[src/rtl/fetch_pkg.sv]
// rtl/fetch_pkg.sv - shared constants, state encoding and buffer entry type for the fetch unit
package fetch_pkg;

  localparam logic [31:0] RESET_PC_DEFAULT = 32'h8002_0000;
  localparam logic [31:0] NOP_INSN         = 32'h0000_0000;

  typedef enum logic [1:0] {
    S_REQ  = 2'd0,
    S_WAIT = 2'd1,
    S_DROP = 2'd2
  } fetch_state_e;

  typedef struct packed {
    logic [31:0] pc;
    logic [31:0] insn;
  } buf_entry_t;

endpackage

[src/rtl/fetch_buf.sv]
// rtl/fetch_buf.sv - synchronous FIFO of {pc,insn} with flush; head is read straight from storage
module fetch_buf
  import fetch_pkg::*;
#(
  parameter int DEPTH = 2
) (
  input  logic       clock,
  input  logic       reset,
  input  logic       flush,
  input  logic       push,
  input  buf_entry_t push_entry,
  input  logic       pop,
  output logic       empty,
  output logic       full,
  output buf_entry_t head
);

  localparam int AW = $clog2(DEPTH);
  localparam int CW = AW + 1;

  buf_entry_t      mem_q [DEPTH];
  logic [AW-1:0]   rd_ptr_q, wr_ptr_q;
  logic [CW-1:0]   count_q;
  logic            do_push, do_pop;

  assign empty   = (count_q == '0);
  assign full    = (count_q == CW'(DEPTH));
  assign do_pop  = pop & ~empty;
  // a push into a full buffer is only legal when the head leaves on the same edge
  assign do_push = push & (~full | do_pop);
  assign head    = mem_q[rd_ptr_q];

  always_ff @(posedge clock) begin
    if (reset || flush) begin
      rd_ptr_q <= '0;
      wr_ptr_q <= '0;
      count_q  <= '0;
    end else begin
      if (do_push) wr_ptr_q <= wr_ptr_q + AW'(1);
      if (do_pop)  rd_ptr_q <= rd_ptr_q + AW'(1);
      count_q <= count_q + {{AW{1'b0}}, do_push} - {{AW{1'b0}}, do_pop};
    end
  end

  always_ff @(posedge clock) begin
    if (do_push) mem_q[wr_ptr_q] <= push_entry;
  end

endmodule

[src/rtl/fetch.sv]
// rtl/fetch.sv - single-outstanding instruction fetch with redirect/flush and a small decode buffer
module fetch
  import fetch_pkg::*;
#(
  parameter logic [31:0] RESET_PC  = RESET_PC_DEFAULT,
  parameter int          BUF_DEPTH = 2
) (
  input  logic        clock,
  input  logic        reset,
  input  logic        stall,
  input  logic        redirect,
  input  logic [31:0] redirect_pc,
  output logic        imem_req,
  output logic [31:0] imem_addr,
  input  logic        imem_ready,
  input  logic        imem_rvalid,
  input  logic [31:0] imem_rdata,
  output logic [31:0] pc,
  output logic [31:0] insn,
  output logic        insn_valid
);

  fetch_state_e state_q, state_d;
  logic [31:0]  fpc_q, fpc_d;
  logic [31:0]  last_pc_q;
  logic         handshake, push, pop;
  logic         buf_empty, buf_full;
  buf_entry_t   head, push_entry;

  // nothing is outstanding in REQ, so buffer room alone gates the request
  assign imem_req   = (state_q == S_REQ) & ~buf_full & ~reset;
  assign imem_addr  = fpc_q;
  assign handshake  = imem_req & imem_ready;

  assign insn_valid = ~buf_empty & ~reset;
  assign insn       = insn_valid ? head.insn : NOP_INSN;
  assign pc         = reset ? RESET_PC : (buf_empty ? last_pc_q : head.pc);
  assign pop        = insn_valid & ~stall & ~redirect;

  // fpc already moved past the outstanding request, so its address is fpc-4
  assign push_entry = '{pc: fpc_q - 32'd4, insn: imem_rdata};

  always_comb begin
    state_d = state_q;
    fpc_d   = fpc_q;
    push    = 1'b0;
    case (state_q)
      S_REQ: begin
        if (handshake) state_d = redirect ? S_DROP : S_WAIT;
      end
      S_WAIT: begin
        if (imem_rvalid) begin
          state_d = S_REQ;
          push    = ~redirect;
        end else if (redirect) begin
          state_d = S_DROP;
        end
      end
      S_DROP: begin
        if (imem_rvalid) state_d = S_REQ;
      end
      default: state_d = S_REQ;
    endcase
    if (handshake) fpc_d = fpc_q + 32'd4;
    if (redirect)  fpc_d = redirect_pc;
  end

  always_ff @(posedge clock) begin
    if (reset) begin
      // a request still in flight must have its response swallowed
      state_q   <= (state_q != S_REQ && !imem_rvalid) ? S_DROP : S_REQ;
      fpc_q     <= RESET_PC;
      last_pc_q <= RESET_PC;
    end else begin
      state_q   <= state_d;
      fpc_q     <= fpc_d;
      last_pc_q <= pc;
    end
  end

  fetch_buf #(.DEPTH(BUF_DEPTH)) u_buf (
    .clock      (clock),
    .reset      (reset),
    .flush      (redirect),
    .push       (push),
    .push_entry (push_entry),
    .pop        (pop),
    .empty      (buf_empty),
    .full       (buf_full),
    .head       (head)
  );

endmodule

[config.mk]
export PLATFORM = sky130hd
export DESIGN_NAME = fetch
export DESIGN_NICKNAME = d
export VERILOG_FILES = /design/src/rtl/fetch_pkg.sv /design/src/rtl/fetch_buf.sv /design/src/rtl/fetch.sv
export SDC_FILE = /design/constraint.sdc
export NUM_CORES = 1
export LEC_CHECK = 0
export CORE_ASPECT_RATIO = 1.2
export CORE_MARGIN = 2
export CORE_UTILIZATION = 55
export CTS_CLUSTER_DIAMETER = 150
export DETAILED_ROUTE_END_ITERATION = 8
export HOLD_SLACK_MARGIN = 0.02
export PLACE_DENSITY = 0.84
export SETUP_SLACK_MARGIN = 0.2
export SLEW_MARGIN = 5
export SYNTH_ARGS = -nofsm -noshare
export SYNTH_HDL_FRONTEND = slang
export SYNTH_SLANG_ARGS = --single-unit
[constraint.sdc]
create_clock -name clock -period 8.15 [get_ports clock]
set_clock_uncertainty 0.05 [all_clocks]
set_input_delay 0.815 -clock clock [delete_from_list [all_inputs] [get_ports clock]]
set_output_delay 0.815 -clock clock [all_outputs]
set_load 0.05 [all_outputs]
* Word-level counts from Yosys, hierarchy flattened
Memory sizes are Yosys's and may differ from the RTL's. A register that Yosys moved wholly into a read port is not among the register bits.
Index checks and enable logic that the tools add are counted.
** Operators by class
- $add $sub $neg :: 6
- $mul :: 0
- Divide/modulo/power cells :: 0
- Order comparisons :: 0
- Equal/unequal tests :: 6
- Shift operators :: 0
- Mux-type cells :: 19
- Bitwise gates (word level) :: 14
- Reduce and logical (&&, ||, !) cells :: 8
** Operator list (number)
- 2-to-1 mux 32 bit :: 5
- adder 32 x 3 -> 32 bit (second input constant) :: 1
- subtractor 32 x 3 -> 32 bit (second input constant) :: 1
- 2-to-1 mux 2 bit :: 7
- AND 1 bit :: 8
- 2-to-1 mux 1 bit :: 6
- != test 3 bit (second input constant) :: 2
- case mux 2 bit (3 select lines) :: 1
- NOT 1 bit :: 5
- equality test 2 bit (second input constant) :: 2
- zero test 2 bit :: 2
- != test 4 bit (second input constant) :: 1
- nonzero test 2 bit :: 2
- AND reduction 3 bit :: 1
- adder 1 bit (second input constant) :: 2
- adder 2 x 1 -> 2 bit :: 1
- equality test 2 x 1 -> 1 bit (second input constant) :: 1
- subtractor 2 x 1 -> 2 bit :: 1
- logical AND 1 bit :: 1
- zero test 1 bit :: 1
- logical OR 1 bit :: 1
- OR 1 bit :: 1
** Word-level totals
- Register bits :: 70
- Latch bits :: 0
- RAM bits :: 128
- ROM bits :: 0
- Input port bits :: 70
- Output and inout bits :: 98
- Word-level logic and storage cells :: 60
- Memories :: 1
** Memories
- u_buf.mem_q :: depth 2, bits a word 64, rd ports 1, clocked after memory_dff 1, wr ports 1, RTL line fetch_buf.sv:21 : buf_entry_t mem_q [DEPTH];

* Logic depth before layout (Yosys ltp)
Gate-level depths: netlist (run 1).
- Depth in word-level cells :: 10
- Gate-level depth with buffers :: 8
- Depth with buffers taken out :: 6

* Hierarchy
Synthesis (run 1) repeated with hierarchy kept, for this count alone.
** Second synthesis, totals
- Cells, all modules :: 764
- Area, all modules :: 9053.7 um2
** Modules (own cells, without submodules)
- fetch_buf :: times used 1, cells an instance 232, area each 4869.7 um2, sequential area each 3943.8 um2
- fetch :: times used 1, cells an instance 532, area each 4184.0 um2, sequential area each 1341.3 um2

* Worst setup path after synthesis (run 1)
OpenSTA, ideal clock, no wires.
- Path type :: in2reg
- Start :: input redirect
- End :: memory u_buf.mem_q[0][0] in the netlist's numbering, enable pin
- Setup time :: 0.487 ns
- Arrival time :: 4.189 ns
- Data required time :: 7.613 ns
- Path slack :: 3.425 ns
- Stages :: 4
- Buffers on the path :: 1
- Cell sequence :: clkbuf_1 -> nor3_1 -> o2111ai_1 -> nor2_1
** Between the ends
- Longest elaborated chain between the ends :: 7
- Elaborated cells between the ends (all ways) :: 9
- Classes of those cells :: mux (4); bitwise (5)
** RTL lines
- from (decl) :: RTL line fetch.sv:11 : input logic redirect,
- NOT 1 bit (*) :: RTL line fetch.sv:38, fetch.sv:54
- AND 1 bit :: RTL line fetch.sv:38 : assign pop = insn_valid & ~stall & ~redirect;
- AND 1 bit :: RTL line fetch_buf.sv:28 : assign do_pop = pop & ~empty;
- OR 1 bit :: RTL line fetch_buf.sv:30 : assign do_push = push & (~full | do_pop);
- AND 1 bit (*) :: RTL line fetch_buf.sv:30
- 2-to-1 mux 1 bit (*) :: RTL line fetch_buf.sv:46 : if (do_push) mem_q[wr_ptr_q] <= push_entry;
- 2-to-1 mux 1 bit (implied by the code) (*) :: RTL line fetch_buf.sv:46
- to (decl) :: RTL line fetch_buf.sv:21
Mark *: on every way between the ends. The rest lies on a longest branch, timed or not.

* Worst setup path after layout (run 1)
- Start :: input reset
- End :: output pc[31]
** Between the ends
- Longest elaborated chain between the ends :: 1
** RTL lines
- from (decl) :: RTL line fetch.sv:9 : input logic reset,
- 2-to-1 mux 32 bit :: RTL line fetch.sv:37 : assign pc = reset ? RESET_PC : (buf_empty ? last_pc_q : head.pc);
- to (decl) :: RTL line fetch.sv:18 : output logic [31:0] pc,
Every way passes these cells.

==> metrics.txt, run 1 <==
status=finished, final reports clean; setup slack after layout=between 3 and 4 ns; Placer Congestion=~0.85; commonest cells in the netlist=130 x sky130_fd_sc_hd__edfxtp_1, 72 x sky130_fd_sc_hd__nor2_1, 69 x sky130_fd_sc_hd__dfxtp_1, 67 x sky130_fd_sc_hd__mux2i_1, 67 x sky130_fd_sc_hd__o21ai_0; clock tree from TritonCTS=yes; count of cells along the worst hold path=2; GRT Util Overall=0.226; number of violations of the max-capacitance limit=0; Buf+Inv Stages, Crit Path=5; asr flop ratio synth=0; share of Yosys cell area claimed by the top area cell type=0.438; endpoint of the worst hold path=last_pc_q[27]$_SDFF_PP0_; VDD IR max=approximately 150 uV; highest achievable clock rate=~210 MHz; die height=roughly 140 um; number of levels the H-tree was split into=4; Netlist cell types=between 60 and 70; setup repair bufs after CTS=0; sequential area share after synthesis=0.593; Detailed Routing Iterations Pass 1=5; Mean Syn Cell Area=roughly 11 um^2; maximum number of pins on one net before global-route repair=94; hold path start=last_pc_q[27]$_SDFF_PP0_; power density over cell area=approximately 210 nW/um^2; clock sink count=a little under 200; reg-to-reg critical path startpoint=u_buf.count_q[0]$_SDFF_PN0_; routed vias=6,555; count of filler cells inserted in the layout=1,207; Setup TNS Final=0 ns; die area=17,300 um^2; DRC violation count after routing=0; initial cell density of the core=0.555; Remaining Overflow, GRT=0; slack of the worst reg-to-reg path=approximately 5.4 ns; core outline area=approximately 16,000 um^2; DRT antenna net count=0; total of flip-flops plus latches after synthesis=slightly below 200; area post-placement=10,700 um^2; critical-path cell with the highest stage delay=sky130_fd_sc_hd__clkdlybuf4s50_1; number of port buffers=167; number of nets at the end of the flow=around 990; setup violators final=0; count of yosys warnings during synthesis=0; post-detailed-route wirelength per cell=about 17 um; clock share of power=0.356; category of the critical setup timing path=input port to output port; Util after Layout=0.700; worst-margin pin slew=between 1 and 1.5 ns; Die Width=about 120 um; setup repair after global routing missed its margin=false; Post-Layout Cell Count=about 1,100; Synth area leader=sky130_fd_sc_hd__edfxtp_1; Post-CTS Hold Fix Bufs=0; CP top delay family=buffers and inverters; overall routed net length=approximately 20,000 um; switching power as a share of total power=0.269; Clock Root Buffer=sky130_fd_sc_hd__clkbuf_16; number of global-route vias before repair=around 6,200; number of slew-limit violations in the final report=0; endpoint of the lowest-slack register-to-register path=u_buf.mem_q[1][43]$_DFFE_PP_; number of violations reported at the end of detailed-routing iteration 0=589; Min-Delay Path Class=register to register; critical-path maximum fanout=93; dominant register cell in the synthesized netlist=sky130_fd_sc_hd__edfxtp_1; Area growth syn-to-layout=26.1%; count of flip-flops with a built-in enable after synthesis=130; total leakage power=roughly 0.0036 uW; number of CTS-inserted buffers=17; Cell Chain, Critical Path=clkdlybuf4s50_1 > buf_4 > or2_2 > buf_4 > inv_1 > a21oi_1 > clkdlybuf4s50_1; sequential cell fraction of total power=0.505; length in cells of the worst reg-to-reg path=4; Post-Place Setup Slack=between 3 and 4 ns; Final Cycle Share=0.571; peak per-stage delay on the critical path=0.82 ns; floorplan row count=51; wire length of the first global-routing pass=about 31,000 um; number of buffers on the longest clock path=2; Worst-path clk slew=roughly 0.070 ns; first element of the critical path=reset; cell count after placement=between 1,000 and 1,500; final count of hold timing violations=0; switching power=about 620 uW; required time reported for the critical path endpoint=approximately 7.3 ns; Slew HR=0.307; number of vias per cell=about 5.8; antenna violations before repair=0; cell types occupying the most area after synthesis=sky130_fd_sc_hd__edfxtp_1 44%, sky130_fd_sc_hd__dfxtp_1 15%, sky130_fd_sc_hd__mux2i_1 7.5%; fraction of final layout cells with drive strength greater than 1=0.0583; Post-DP HPWL=13,100 um; top-count cell post-synth=sky130_fd_sc_hd__edfxtp_1; Antenna Diode Count=0; worst path arrival time=roughly 3.8 ns; cell internal power dissipation=~1700 uW; fin area=11,200 um^2; latest clock arrival within the worst-skew pair=around 0.42 ns; number of instances in the synthesized netlist=about 800; Synth Net Count=~860; final critical delay including setup and external delays=between 4 and 5 ns; I/O pin count=~170; cell area after synthesis=8920 um^2; Worst setup SP type=input port; type of element capturing the critical path=output port; CTS resizes=0; power share of the combinational group=0.139
[cells in the final DEF, fill, tap and decap left out, drive strengths merged, types with 18 or more instances in the layout]
master,n
edfxtp,130
dfxtp,69
inv,20
o21ai,67
nand2,50
xnor2,28
nand3,23
nor2,73
clkbuf,18
clkdlybuf4s50,167
mux2i,67
[routing by layer]
layer,wire (um),global-route usage
met5,0,0
met4,363,0.0894
met3,1320,0.0381
met2,9880,0.390
met1,8160,0.285
[power by group through the flow]
| stage | Sequential [uW] | Clock, uW | Combinational [uW] |
|---|---|---|---|
| floorplan | 1210 | 0 | 191 |
| global placement | 1190 | 0 | 314 |
| detailed placement | 1200 | 0 | 321 |
| CTS | 1170 | 839 | 323 |
| global route | 1180 | 879 | 345 |
| finish | 1170 | 827 | 322 |
[cell type report]
cell class,instances,area [um^2],area share
clock buffer,18,450,0.0400
clock inverter,14,139,0.0123
inverter,15,56.3,0.00501
multi-input combinational,506,3330,0.296
sequential,199,5290,0.470
tap,212,265,0.0236
timing repair buffer,174,1720,0.153
[kinds of logic after synthesis]
| logic type | after synthesis | synth area share |
|---|---|---|
| xor+xnor | 34 | 0.0334 |
| flops | 199 | 0.593 |
| buf+inv | 78 | 0.0368 |
| simple gates | 261 | 0.155 |
| mux | 67 | 0.0752 |
| compound gates | 141 | 0.103 |
| fa+ha+maj | 3 | 0.00421 |
[flip-flops by register name, summed over array words and instances (netlist names), named ones only]
register	cells
u_buf.mem_q	128
imem_addr	32
last_pc_q	32
state_q	2
u_buf.count_q	2
u_buf.rd_ptr_q	1
u_buf.wr_ptr_q	1
[metrics by stage]
| stage | total power (uW) | hold slack [ns] |
|---|---|---|
| after floorplan | 1400 | 0.365 |
| after global placement | 1510 | 0.375 |
| after CTS | 2330 | 0.398 |
| after detailed placement | 1520 | 0.382 |
| final | 2320 | 0.395 |
| after global routing | 2400 | 0.418 |
[worst min-delay path: stages, from the launching register on]
cell and delay, ns:
sky130_fd_sc_hd__dfxtp_1 0.31, sky130_fd_sc_hd__nand2_1 0.05, sky130_fd_sc_hd__o21ai_0 0.06
[worst max-delay path by stage]
stage,cells past startpoint,to,slack [ns]
global placement,7,pc[17],3.58
detailed placement,7,pc[17],3.50
CTS,7,pc[17],3.49
floorplan,4,u_buf.mem_q[0][0]$_DFFE_PP_,3.42
global route,7,pc[31],3.29
finish,7,pc[31],3.49
Note: power is estimated with default switching activity, not from simulation.
==> run 2, diff against run 1 <==
--- a/config.mk
+++ b/config.mk
@@ -7,11 +7,11 @@
 export LEC_CHECK = 0
 export CORE_ASPECT_RATIO = 1.2
 export CORE_MARGIN = 2
-export CORE_UTILIZATION = 55
+export CORE_UTILIZATION = 52
 export CTS_CLUSTER_DIAMETER = 150
 export DETAILED_ROUTE_END_ITERATION = 8
 export HOLD_SLACK_MARGIN = 0.02
-export PLACE_DENSITY = 0.84
+export PLACE_DENSITY = 0.8
 export SETUP_SLACK_MARGIN = 0.2
 export SLEW_MARGIN = 5
 export SYNTH_ARGS = -nofsm -noshare
==> constraint.sdc (replaced) <==
create_clock -name clock -period 4.59 [get_ports clock]
set_clock_uncertainty 0.05 [all_clocks]
set_input_delay 0.459 -clock clock [delete_from_list [all_inputs] [get_ports clock]]
set_output_delay 0.459 -clock clock [all_outputs]
set_load 0.05 [all_outputs]
==> metrics.txt, run 2 (synthesis gave the netlist of run 1 again) <==
number of nets at the end of the flow=a little under 1,000; post-detailed-route wirelength per cell=roughly 17 um; fin area=around 11,000 um^2; final critical delay including setup and external delays=3.28 ns; Placer Congestion=0.844; die height=~150 um; CTS resizes=0; GRT Util Overall=0.220; fraction of final layout cells with drive strength greater than 1=0.0604; required time reported for the critical path endpoint=slightly above 4 ns; Largest register FFs=128; clock tree from TritonCTS=yes; critical-path maximum fanout=40; Worst-path clk slew=roughly 0.070 ns; number of slew-limit violations in the final report=0; antenna violations before repair=0; status=finished, final reports clean; VDD IR max=240 uV; Clock Root Buffer=sky130_fd_sc_hd__clkbuf_16; Min-Delay Path Class=register to register; number of global-route vias before repair=between 6,000 and 7,000; highest-count cells in the layout ignoring fill and taps=166 x sky130_fd_sc_hd__clkdlybuf4s50_1, 130 x sky130_fd_sc_hd__edfxtp_1, 70 x sky130_fd_sc_hd__nor2_1, 68 x sky130_fd_sc_hd__dfxtp_1; number of buffers on the longest clock path=2; Area growth syn-to-layout=27.0%; Post-CTS Hold Fix Bufs=0; Setup TNS Final=0 ns; number of levels the H-tree was split into=4; Antenna Diode Count=0; worst path arrival time=~2.8 ns; Post-DP HPWL=between 10,000 and 15,000 um; Slew HR=0.317; latest clock arrival within the worst-skew pair=0.43 ns; I/O pin count=168; clock sink count=about 200; Remaining Overflow, GRT=0; Die Width=approximately 120 um; die area=between 15,000 and 20,000 um^2; total leakage power=approximately 0.0036 uW; overall routed net length=between 15,000 and 20,000 um; number of violations of the max-capacitance limit=0; Final Cycle Share=0.716; category of the critical setup timing path=register to output port; routed vias=about 6,600; area post-placement=roughly 11,000 um^2; floorplan row count=52; Worst setup SP type=register; type of element capturing the critical path=output port; setup violators final=0; most common cell after layout, fill and taps aside=sky130_fd_sc_hd__clkdlybuf4s50_1; worst-margin pin slew=around 1.0 ns; maximum number of pins on one net before global-route repair=between 90 and 100; power density over cell area=between 300 and 400 nW/um^2; final count of hold timing violations=0; setup repair bufs after CTS=0; highest achievable clock rate=304 MHz; DRT antenna net count=0; DRC violation count after routing=0; setup repair after global routing missed its margin=false; number of CTS-inserted buffers=17; count of filler cells inserted in the layout=between 1,000 and 1,500; initial cell density of the core=0.529; number of violations reported at the end of detailed-routing iteration 0=360; number of vias per cell=slightly below 6; number of port buffers=~170; Reg with most FFs=u_buf.mem_q; Detailed Routing Iterations Pass 1=5; core outline area=16,900 um^2; wire length of the first global-routing pass=roughly 31,000 um
==> run 2: through the flow <==
step | utilization | instances | power, uW | setup WS (ns) | hold WS [ns]
finish | 0.672 | 1143 | 4240 | 1.31 | 0.393
global route | 0.672 | 1143 | 4390 | 1.15 | 0.421
CTS | 0.672 | 1143 | 4270 | 1.27 | 0.397
detailed placement | 0.635 | 1111 | 2700 | 1.44 | 0.382
global placement | 0.635 | 1111 | 2680 | 1.49 | 0.373
floorplan | - | 783 | 2490 | 0.221 | 0.365
==> run 2: worst paths after layout <==
kind | startpoint | to | slack, ns | cells after the start
min reg2reg | last_pc_q[19]$_SDFF_PP0_ | last_pc_q[19]$_SDFF_PP0_ | 0.39 | 2
min | last_pc_q[19]$_SDFF_PP0_ | last_pc_q[19]$_SDFF_PP0_ | 0.39 | 2
max | register | pc[22] | 1.31 | 4
max reg2reg | u_buf.count_q[0]$_SDFF_PN0_ | u_buf.mem_q[1][16]$_DFFE_PP_ | 1.88 | 4
==> run 2: worst max-delay path, stage by stage, from the launching register on <==
cell	delay, ns
sky130_fd_sc_hd__dfxtp_4	0.83
sky130_fd_sc_hd__buf_12	0.29
sky130_fd_sc_hd__mux2i_1	0.13
sky130_fd_sc_hd__o21ai_0	0.23
sky130_fd_sc_hd__clkdlybuf4s50_1	0.84
==> run 2: power breakdown <==
group | internal (uW) | leakage, uW | switching [uW]
Clock | 933 | 0.000301 | 643
Sequential | 2000 | 0.00175 | 84.5
Combinational | 219 | 0.00156 | 355
==> run 2: layout make-up <==
| cell class | instances | area (um^2) | area share |
|---|---|---|---|
| clock buffers | 18 | 439 | 0.0388 |
| clock inverters | 14 | 198 | 0.0174 |
| inverters | 15 | 56.3 | 0.00497 |
| multi-input cells | 506 | 3330 | 0.294 |
| flip-flops and latches | 199 | 5290 | 0.467 |
| well taps | 216 | 270 | 0.0239 |
| repair buffers | 175 | 1750 | 0.155 |
==> run 2: layer usage <==
metal,part of all wire,up-vias,track usage,wire (um)
li1,-,3191,-,-
met1,0.42,3140,0.282,8200
met2,0.50,234,0.372,9930
met3,0.058,30,0.0386,1140
met4,0.022,0,0.0784,431
met5,0,-,0,0
